===== config.mk =====
export PLATFORM = sky130hd
export DESIGN_NAME = sync_fifo_param
export DESIGN_NICKNAME = d
export VERILOG_FILES = /design/src/rtl/fifo_pkg.sv /design/src/rtl/fifo_ram.sv /design/src/rtl/sync_fifo_param.sv
export SDC_FILE = /design/constraint.sdc
export NUM_CORES = 1
export LEC_CHECK = 0
export ABC_AREA = 1
export CORE_UTILIZATION = 60
export CTS_CLUSTER_SIZE = 12
export DETAILED_ROUTE_END_ITERATION = 8
export PLACE_DENSITY = 0.79
export SLEW_MARGIN = 20
export SYNTH_ARGS = -nofsm -noshare
export SYNTH_HDL_FRONTEND = slang
export SYNTH_SLANG_ARGS = --single-unit

===== constraint.sdc =====
create_clock -name clk -period 2.74 [get_ports clk]
set_clock_uncertainty 0.15 [all_clocks]
set_input_delay 0.548 -clock clk [delete_from_list [all_inputs] [get_ports clk]]
set_output_delay 0.548 -clock clk [all_outputs]
set_load 0.03 [all_outputs]

===== src/rtl/fifo_pkg.sv =====
// Shared definitions for the parameterised synchronous FIFO.
package fifo_pkg;

  // Width of the fill-level counter; one extra bit so DEPTH itself fits.
  function automatic int cnt_w(input int depth);
    return $clog2(depth) + 1;
  endfunction

  // Legal parameter set: power-of-two depth >= 4, thresholds strictly inside the range.
  function automatic bit fifo_params_ok(input int data_w, input int depth,
                                        input int af, input int ae);
    return (data_w >= 1) && (depth >= 4) && ((depth & (depth - 1)) == 0) &&
           (af >= 1) && (af <= depth - 1) && (ae >= 1) && (ae <= depth - 1);
  endfunction

  // Status bundle presented by the FIFO.
  typedef struct packed {
    logic full;
    logic empty;
    logic almost_full;
    logic almost_empty;
    logic overflow;
    logic underflow;
  } fifo_status_t;

endpackage


===== src/rtl/fifo_ram.sv =====
// DEPTH x DATA_W storage: synchronous write port, asynchronous read port.
// Contents are intentionally not reset.
module fifo_ram #(
  parameter int DATA_W = 8,
  parameter int DEPTH  = 16,
  parameter int AW     = $clog2(DEPTH)
) (
  input  logic              clk,
  input  logic              we,
  input  logic [AW-1:0]     waddr,
  input  logic [DATA_W-1:0] wdata,
  input  logic [AW-1:0]     raddr,
  output logic [DATA_W-1:0] rdata
);

  logic [DEPTH-1:0][DATA_W-1:0] mem;

  // Write port: store on accepted write only.
  always_ff @(posedge clk) begin
    if (we) mem[waddr] <= wdata;
  end

  assign rdata = mem[raddr];

endmodule


===== src/rtl/sync_fifo_param.sv =====
// Single-clock FIFO with fill level, programmable almost flags, sticky
// overflow/underflow and optional first-word-fall-through output.
module sync_fifo_param
  import fifo_pkg::*;
#(
  parameter int DATA_W   = 8,
  parameter int DEPTH    = 16,
  parameter int AF_LEVEL = 14,
  parameter int AE_LEVEL = 2,
  parameter bit FWFT     = 1'b0
) (
  input  logic                      clk,
  input  logic                      rst,
  input  logic                      wr_en,
  input  logic [DATA_W-1:0]         din,
  input  logic                      rd_en,
  output logic [DATA_W-1:0]         dout,
  output logic                      full,
  output logic                      empty,
  output logic                      almost_full,
  output logic                      almost_empty,
  output logic [cnt_w(DEPTH)-1:0]   count,
  output logic                      overflow,
  output logic                      underflow,
  input  logic                      clr_err
);

  localparam int AW = $clog2(DEPTH);
  localparam int CW = cnt_w(DEPTH);
  localparam logic [CW-1:0] FULL_CNT = CW'(DEPTH);
  localparam logic [CW-1:0] AF_CNT   = CW'(AF_LEVEL);
  localparam logic [CW-1:0] AE_CNT   = CW'(AE_LEVEL);

  if (!fifo_params_ok(DATA_W, DEPTH, AF_LEVEL, AE_LEVEL)) begin : g_param_err
    $error("sync_fifo_param: illegal DATA_W/DEPTH/AF_LEVEL/AE_LEVEL combination");
  end

  logic [AW-1:0]     wptr, rptr;
  logic [DATA_W-1:0] ram_rdata;
  logic              wr_acc, rd_acc;
  fifo_status_t      st;

  // Flags decode the count register only; pointers may be equal when full or empty.
  assign st.full         = (count == FULL_CNT);
  assign st.empty        = (count == '0);
  assign st.almost_full  = (count >= AF_CNT);
  assign st.almost_empty = (count <= AE_CNT);
  assign st.overflow     = overflow;
  assign st.underflow    = underflow;

  assign full         = st.full;
  assign empty        = st.empty;
  assign almost_full  = st.almost_full;
  assign almost_empty = st.almost_empty;

  // Acceptance is judged on start-of-cycle state, so empty+rd+wr writes only
  // and full+rd+wr reads only.
  assign wr_acc = wr_en && !st.full;
  assign rd_acc = rd_en && !st.empty;

  fifo_ram #(.DATA_W(DATA_W), .DEPTH(DEPTH), .AW(AW)) u_ram (
    .clk   (clk),
    .we    (wr_acc),
    .waddr (wptr),
    .wdata (din),
    .raddr (rptr),
    .rdata (ram_rdata)
  );

  // Pointer and fill-level update; pointers wrap naturally at DEPTH.
  always_ff @(posedge clk) begin
    if (rst) begin
      wptr  <= '0;
      rptr  <= '0;
      count <= '0;
    end else begin
      if (wr_acc) wptr <= wptr + AW'(1);
      if (rd_acc) rptr <= rptr + AW'(1);
      case ({wr_acc, rd_acc})
        2'b10:   count <= count + CW'(1);
        2'b01:   count <= count - CW'(1);
        default: count <= count;
      endcase
    end
  end

  // Sticky error flags; a new violation beats a simultaneous clear.
  always_ff @(posedge clk) begin
    if (rst) begin
      overflow  <= 1'b0;
      underflow <= 1'b0;
    end else begin
      if (wr_en && st.full) overflow <= 1'b1;
      else if (clr_err)     overflow <= 1'b0;
      if (rd_en && st.empty) underflow <= 1'b1;
      else if (clr_err)      underflow <= 1'b0;
    end
  end

  if (FWFT) begin : g_fwft
    // Head word is visible as soon as it is stored; don't-care while empty.
    assign dout = ram_rdata;
  end else begin : g_std
    logic [DATA_W-1:0] dout_q;

    // Registered read: word appears the cycle after an accepted read, else holds.
    always_ff @(posedge clk) begin
      if (rst)         dout_q <= '0;
      else if (rd_acc) dout_q <= ram_rdata;
    end

    assign dout = dout_q;
  end

endmodule


## Word-level counts from Yosys, hierarchy flattened

Cells that the tools add are included.

- Bits of input ports: 13
- Logic and storage cells: 54
- Flip-flop bits (word level): 151
- Output and inout port bits: 19

- Equal/unequal tests: 3
- Multiplexer cells: 9
- Magnitude comparators: 5
- Add/sub/neg operators: 4
- Reductions and logical operators: 11

Operators by type and width:

| operator | number |
|---|---|
| bitwise mux 128 bit | 1 |
| binary-select mux 8 bit (select 4 bit) | 1 |
| demux 8 bit (select 4 bit) | 1 |
| two-way mux 8 bit | 2 |
| less-than comparator 4 x 5 -> 1 bit (second input constant) | 2 |
| case mux 5 bit (2 select lines) | 1 |
| adder 4 x 1 -> 4 bit (second input constant) | 2 |
| nonzero test 2 bit | 3 |
| adder 5 x 1 -> 5 bit (second input constant) | 1 |
| equality test 5 bit (second input constant) | 1 |
| >= comparator 5 x 4 -> 1 bit (second input constant) | 1 |
| less-or-equal comparator 5 x 2 -> 1 bit (second input constant) | 1 |
| logical AND 1 bit | 5 |
| zero test 5 bit | 1 |
| subtractor 5 x 1 -> 5 bit (second input constant) | 1 |
| >= comparator 4 x 1 -> 1 bit (second input constant) | 1 |
| two-way mux 1 bit | 3 |
| equality test 2 x 1 -> 1 bit (second input constant) | 1 |
| equality test 2 bit (second input constant) | 1 |
| zero test 1 bit | 2 |

## Depth between registers and ports, before layout

- Depth after elaboration: 5
- Gate-level depth with buffers: 16
- Gate-level depth less buffers: 15

## Hierarchy

A second synthesis with hierarchy kept.

- Cells, all modules: 704
- Area total of the unflattened synthesis: 6,801.5 um^2

By module, submodules not included:

| module | instances | area each (um^2) | sequential area each (um^2) | cells an instance |
|---|---|---|---|---|
| fifo_ram | 1 | 5,609.1 | 3,843.7 | 544 |
| sync_fifo_param | 1 | 1,192.4 | 460.4 | 160 |

## Worst setup path before layout

No wires, ideal clock.

- Kind: register to output
- Start point: reg count[1]
- End point: out almost_empty
- Cell stages (with the launch flop): 2
- Arrival time: 2.095 ns
- Path buffers: 0
- Slack: -0.053 ns
- Cell sequence: dfxtp_1 a2111oi_0

- Cells in the longest elaborated chain, start to end: 1

RTL lines:

| item | RTL line | text |
|---|---|---|
| start: declaration | sync_fifo_param.sv:22 | `output logic [cnt_w(DEPTH)-1:0] count,` |
| start signal: assignment | sync_fifo_param.sv:80 | `2'b10: count <= count + CW'(1);` |
| start signal: assignment | sync_fifo_param.sv:81 | `2'b01: count <= count - CW'(1);` |
| start signal: assignment | sync_fifo_param.sv:82 | `default: count <= count;` |
| less-or-equal comparator 5 x 2 -> 1 bit | sync_fifo_param.sv:47 | `assign st.almost_empty = (count <= AE_CNT);` |
| end: declaration | sync_fifo_param.sv:21 | `output logic almost_empty,` |

No other way between the ends.

## Worst setup path after layout

- Start point: reg count[1]
- End point: out full

- Cells in the longest elaborated chain, start to end: 1

RTL lines:

| item | RTL line | text |
|---|---|---|
| equality test 5 bit | sync_fifo_param.sv:44 | `assign st.full = (count == FULL_CNT);` |
| end: declaration | sync_fifo_param.sv:18 | `output logic full,` |

No other way between the ends.

==> metrics <==
Setup crit end kind=output port; PnR worst setup slack=0.0722 ns; fmax=0.375 GHz; WL/cell=16.7 um; CTS Buffer Depth=2; gpl congestion=0.864; final number of max-transition violations=0; Reg2Reg Depth=14; DRT iter0 DRCs=493; synth top area cells=edfxtp_1, nand2_1, nand3_1; Vias=4,845; H-tree depth=4; Placed Area=7160 um2; Final Hold Viols=0; Yosys reg bits=151; worst hold path stage count=2; Synth top cells by count=nand2_1, edfxtp_1, nand3_1; status=finished clean; async set or reset register ratio after synthesis=0; RSZ-0062 raised after global routing=false; DRT antenna net count=0; vias in the first global route=4,672; Synth top area share=0.576; Sink Count=151; Post-synth EDFFs=128; Worst IR Drop VDD=0.476 mV; count leader, synth=nand2_1; dpl hpwl=9.25 mm; Initial Utilization=0.616; Clk pwr share=0.310; Gate power share=0.301; clk slew on worst S/H paths=0.06 ns; slowest CP cell=clkdlybuf4s50_1; post-synthesis sequential area ratio=0.645; Die X=107 um; Cell Int Power=0.00464 W; final net count=748; Die ar.=11,500 um2; Pre-Repair DR Iteration Count=7; antenna violations before repair=0; final instance area=7730 um2; Skew-Pair Late Insertion Delay=0.53 ns; Cell variety after synth=23; Worst EP required=2.04 ns; sequential share of power=0.389; leakage=3.27 nW; CTS tree=done; final wirelength=14.7 mm; WS Path Type=flop to output port; minimum clock period=2.67 ns; Port Buffer Count=31; CTS Buf Count=17; synthesized netlist net count=703; Core Footprint=10,800 um2; share of cells above drive strength 1=0.0932; Vias/cell=5.51; max cap viols=0; first-pass GRT wire length=23.1 mm; slew margin rel.=0.531; Psw=0.00247 W; CP max FO=7; sw frac=0.347; Final period util=0.974; DRC Markers=0; final setup fails=0; root buf cell=clkbuf_8; ANT cells=0; Synth area leader=edfxtp_1; Cell Area, Synth=6670 um2; Global Route Usage Sum=0.278; area grow syn2layout=15.9%; pin count of the biggest net entering global routing=67; crit start category=flop; # rows=38; Yosys Warn Count=0; worst path cell trace=nor2_2 -> nand4_2 -> inv_2 -> clkdlybuf4s50_1; total gr overflow=0; Top FF cell, synth=edfxtp_1; Mapped Avg Cell Area=9.78 um2; crit path DAT=1.97 ns; setup_tns=0 ns; Syn Inst Count=682; worst slack at placement=0.172 ns; Least-Margin Pin Slew=0.704 ns; Die Y=107 um; # IOs=32; HP Class=flop to flop; pwr/cell area=919 nW/um2; CP max stage delay=0.66 ns
-- final timing paths --
check                              start                     end  slack (ns)
setup / recovery   count[1]$_SDFFE_PP0P_                    full        0.07
hold / removal    underflow$_SDFFE_PP0P_  underflow$_SDFFE_PP0P_        0.34
setup reg to reg   count[1]$_SDFFE_PP0P_   count[4]$_SDFFE_PP0P_        0.44
hold reg to reg   underflow$_SDFFE_PP0P_  underflow$_SDFFE_PP0P_        0.34
-- area by class of cell --
type                            count  area (um2)
Clock buffer                       17         414
Clock inverter                     15         151
Fill cell                         739        3110
Inverter                           98         368
Multi-Input combinational cell    404        1810
Sequential cell                   151        4310
Tap cell                          140         175
Timing Repair Buffer               55         504
-- registers in the layout, indices dropped and copies added (netlist names) --
| name | flops |
|---|---|
| count | 5 |
| rptr | 4 |
| underflow | 1 |
| overflow | 1 |
| dout | 8 |
| u_ram.mem | 128 |
| wptr | 4 |
-- placed cells by master, fill, tap and decap left out, drive strengths merged, types with 16 or more instances in the layout --
| cell type | instances |
|---|---|
| nor2 | 51 |
| nand3 | 98 |
| buf | 24 |
| inv | 101 |
| dfxtp | 23 |
| nand2 | 208 |
| clkbuf | 17 |
| clkdlybuf4s50 | 29 |
| o21ai | 16 |
| edfxtp | 128 |
-- through the flow --
stage	power [W]	std cells	util	hold WS [ns]
after global routing	0.00743	880	0.713	0.359
after floorplan	0.00430	682	-	0.327
after CTS	0.00711	880	0.713	0.338
after global placement	0.00483	848	0.661	0.303
after detailed placement	0.00490	848	0.661	0.322
final	0.00711	880	0.713	0.336
-- routing by layer --
layer  up-vias  GRT usage  share of wire
li1       2305          -              -
met5         -          0              0
met2       240      0.452           0.49
met3        48     0.0720          0.083
met1      2252      0.345           0.39
met4         0      0.140          0.038
-- power by group through the flow --
| stage | registers, W | logic [W] | clock network (W) |
|---|---|---|---|
| 2_1_floorplan | 0.00294 | 0.00135 | 0 |
| 3_3_place_gp | 0.00280 | 0.00203 | 0 |
| 3_5_place_dp | 0.00281 | 0.00209 | 0 |
| 4_1_cts | 0.00276 | 0.00213 | 0.00222 |
| 5_1_grt | 0.00278 | 0.00235 | 0.00230 |
| 6_report | 0.00276 | 0.00214 | 0.00220 |
-- worst max-delay path, delay by kind of cell (launching register included) --
kind          cells  cell delay (ns)
simple gates      2             0.31
buf+inv           2             0.75
flops             1             0.38
-- cells by family after synthesis --
kind of cell	share of synthesized area
compound gates	0.0255
xor+xnor	0.00656
flops	0.645
simple gates	0.224
buf+inv	0.0834
fa+ha+maj	0.0150
-- what timing repair did --
action                                  CTS  global route
hold buffers                              0             0
setup buffers                             0             0
endpoints found under the setup margin    1             1
resized for setup                         1             1
No activity file was read; power rests on OpenSTA's default activity.
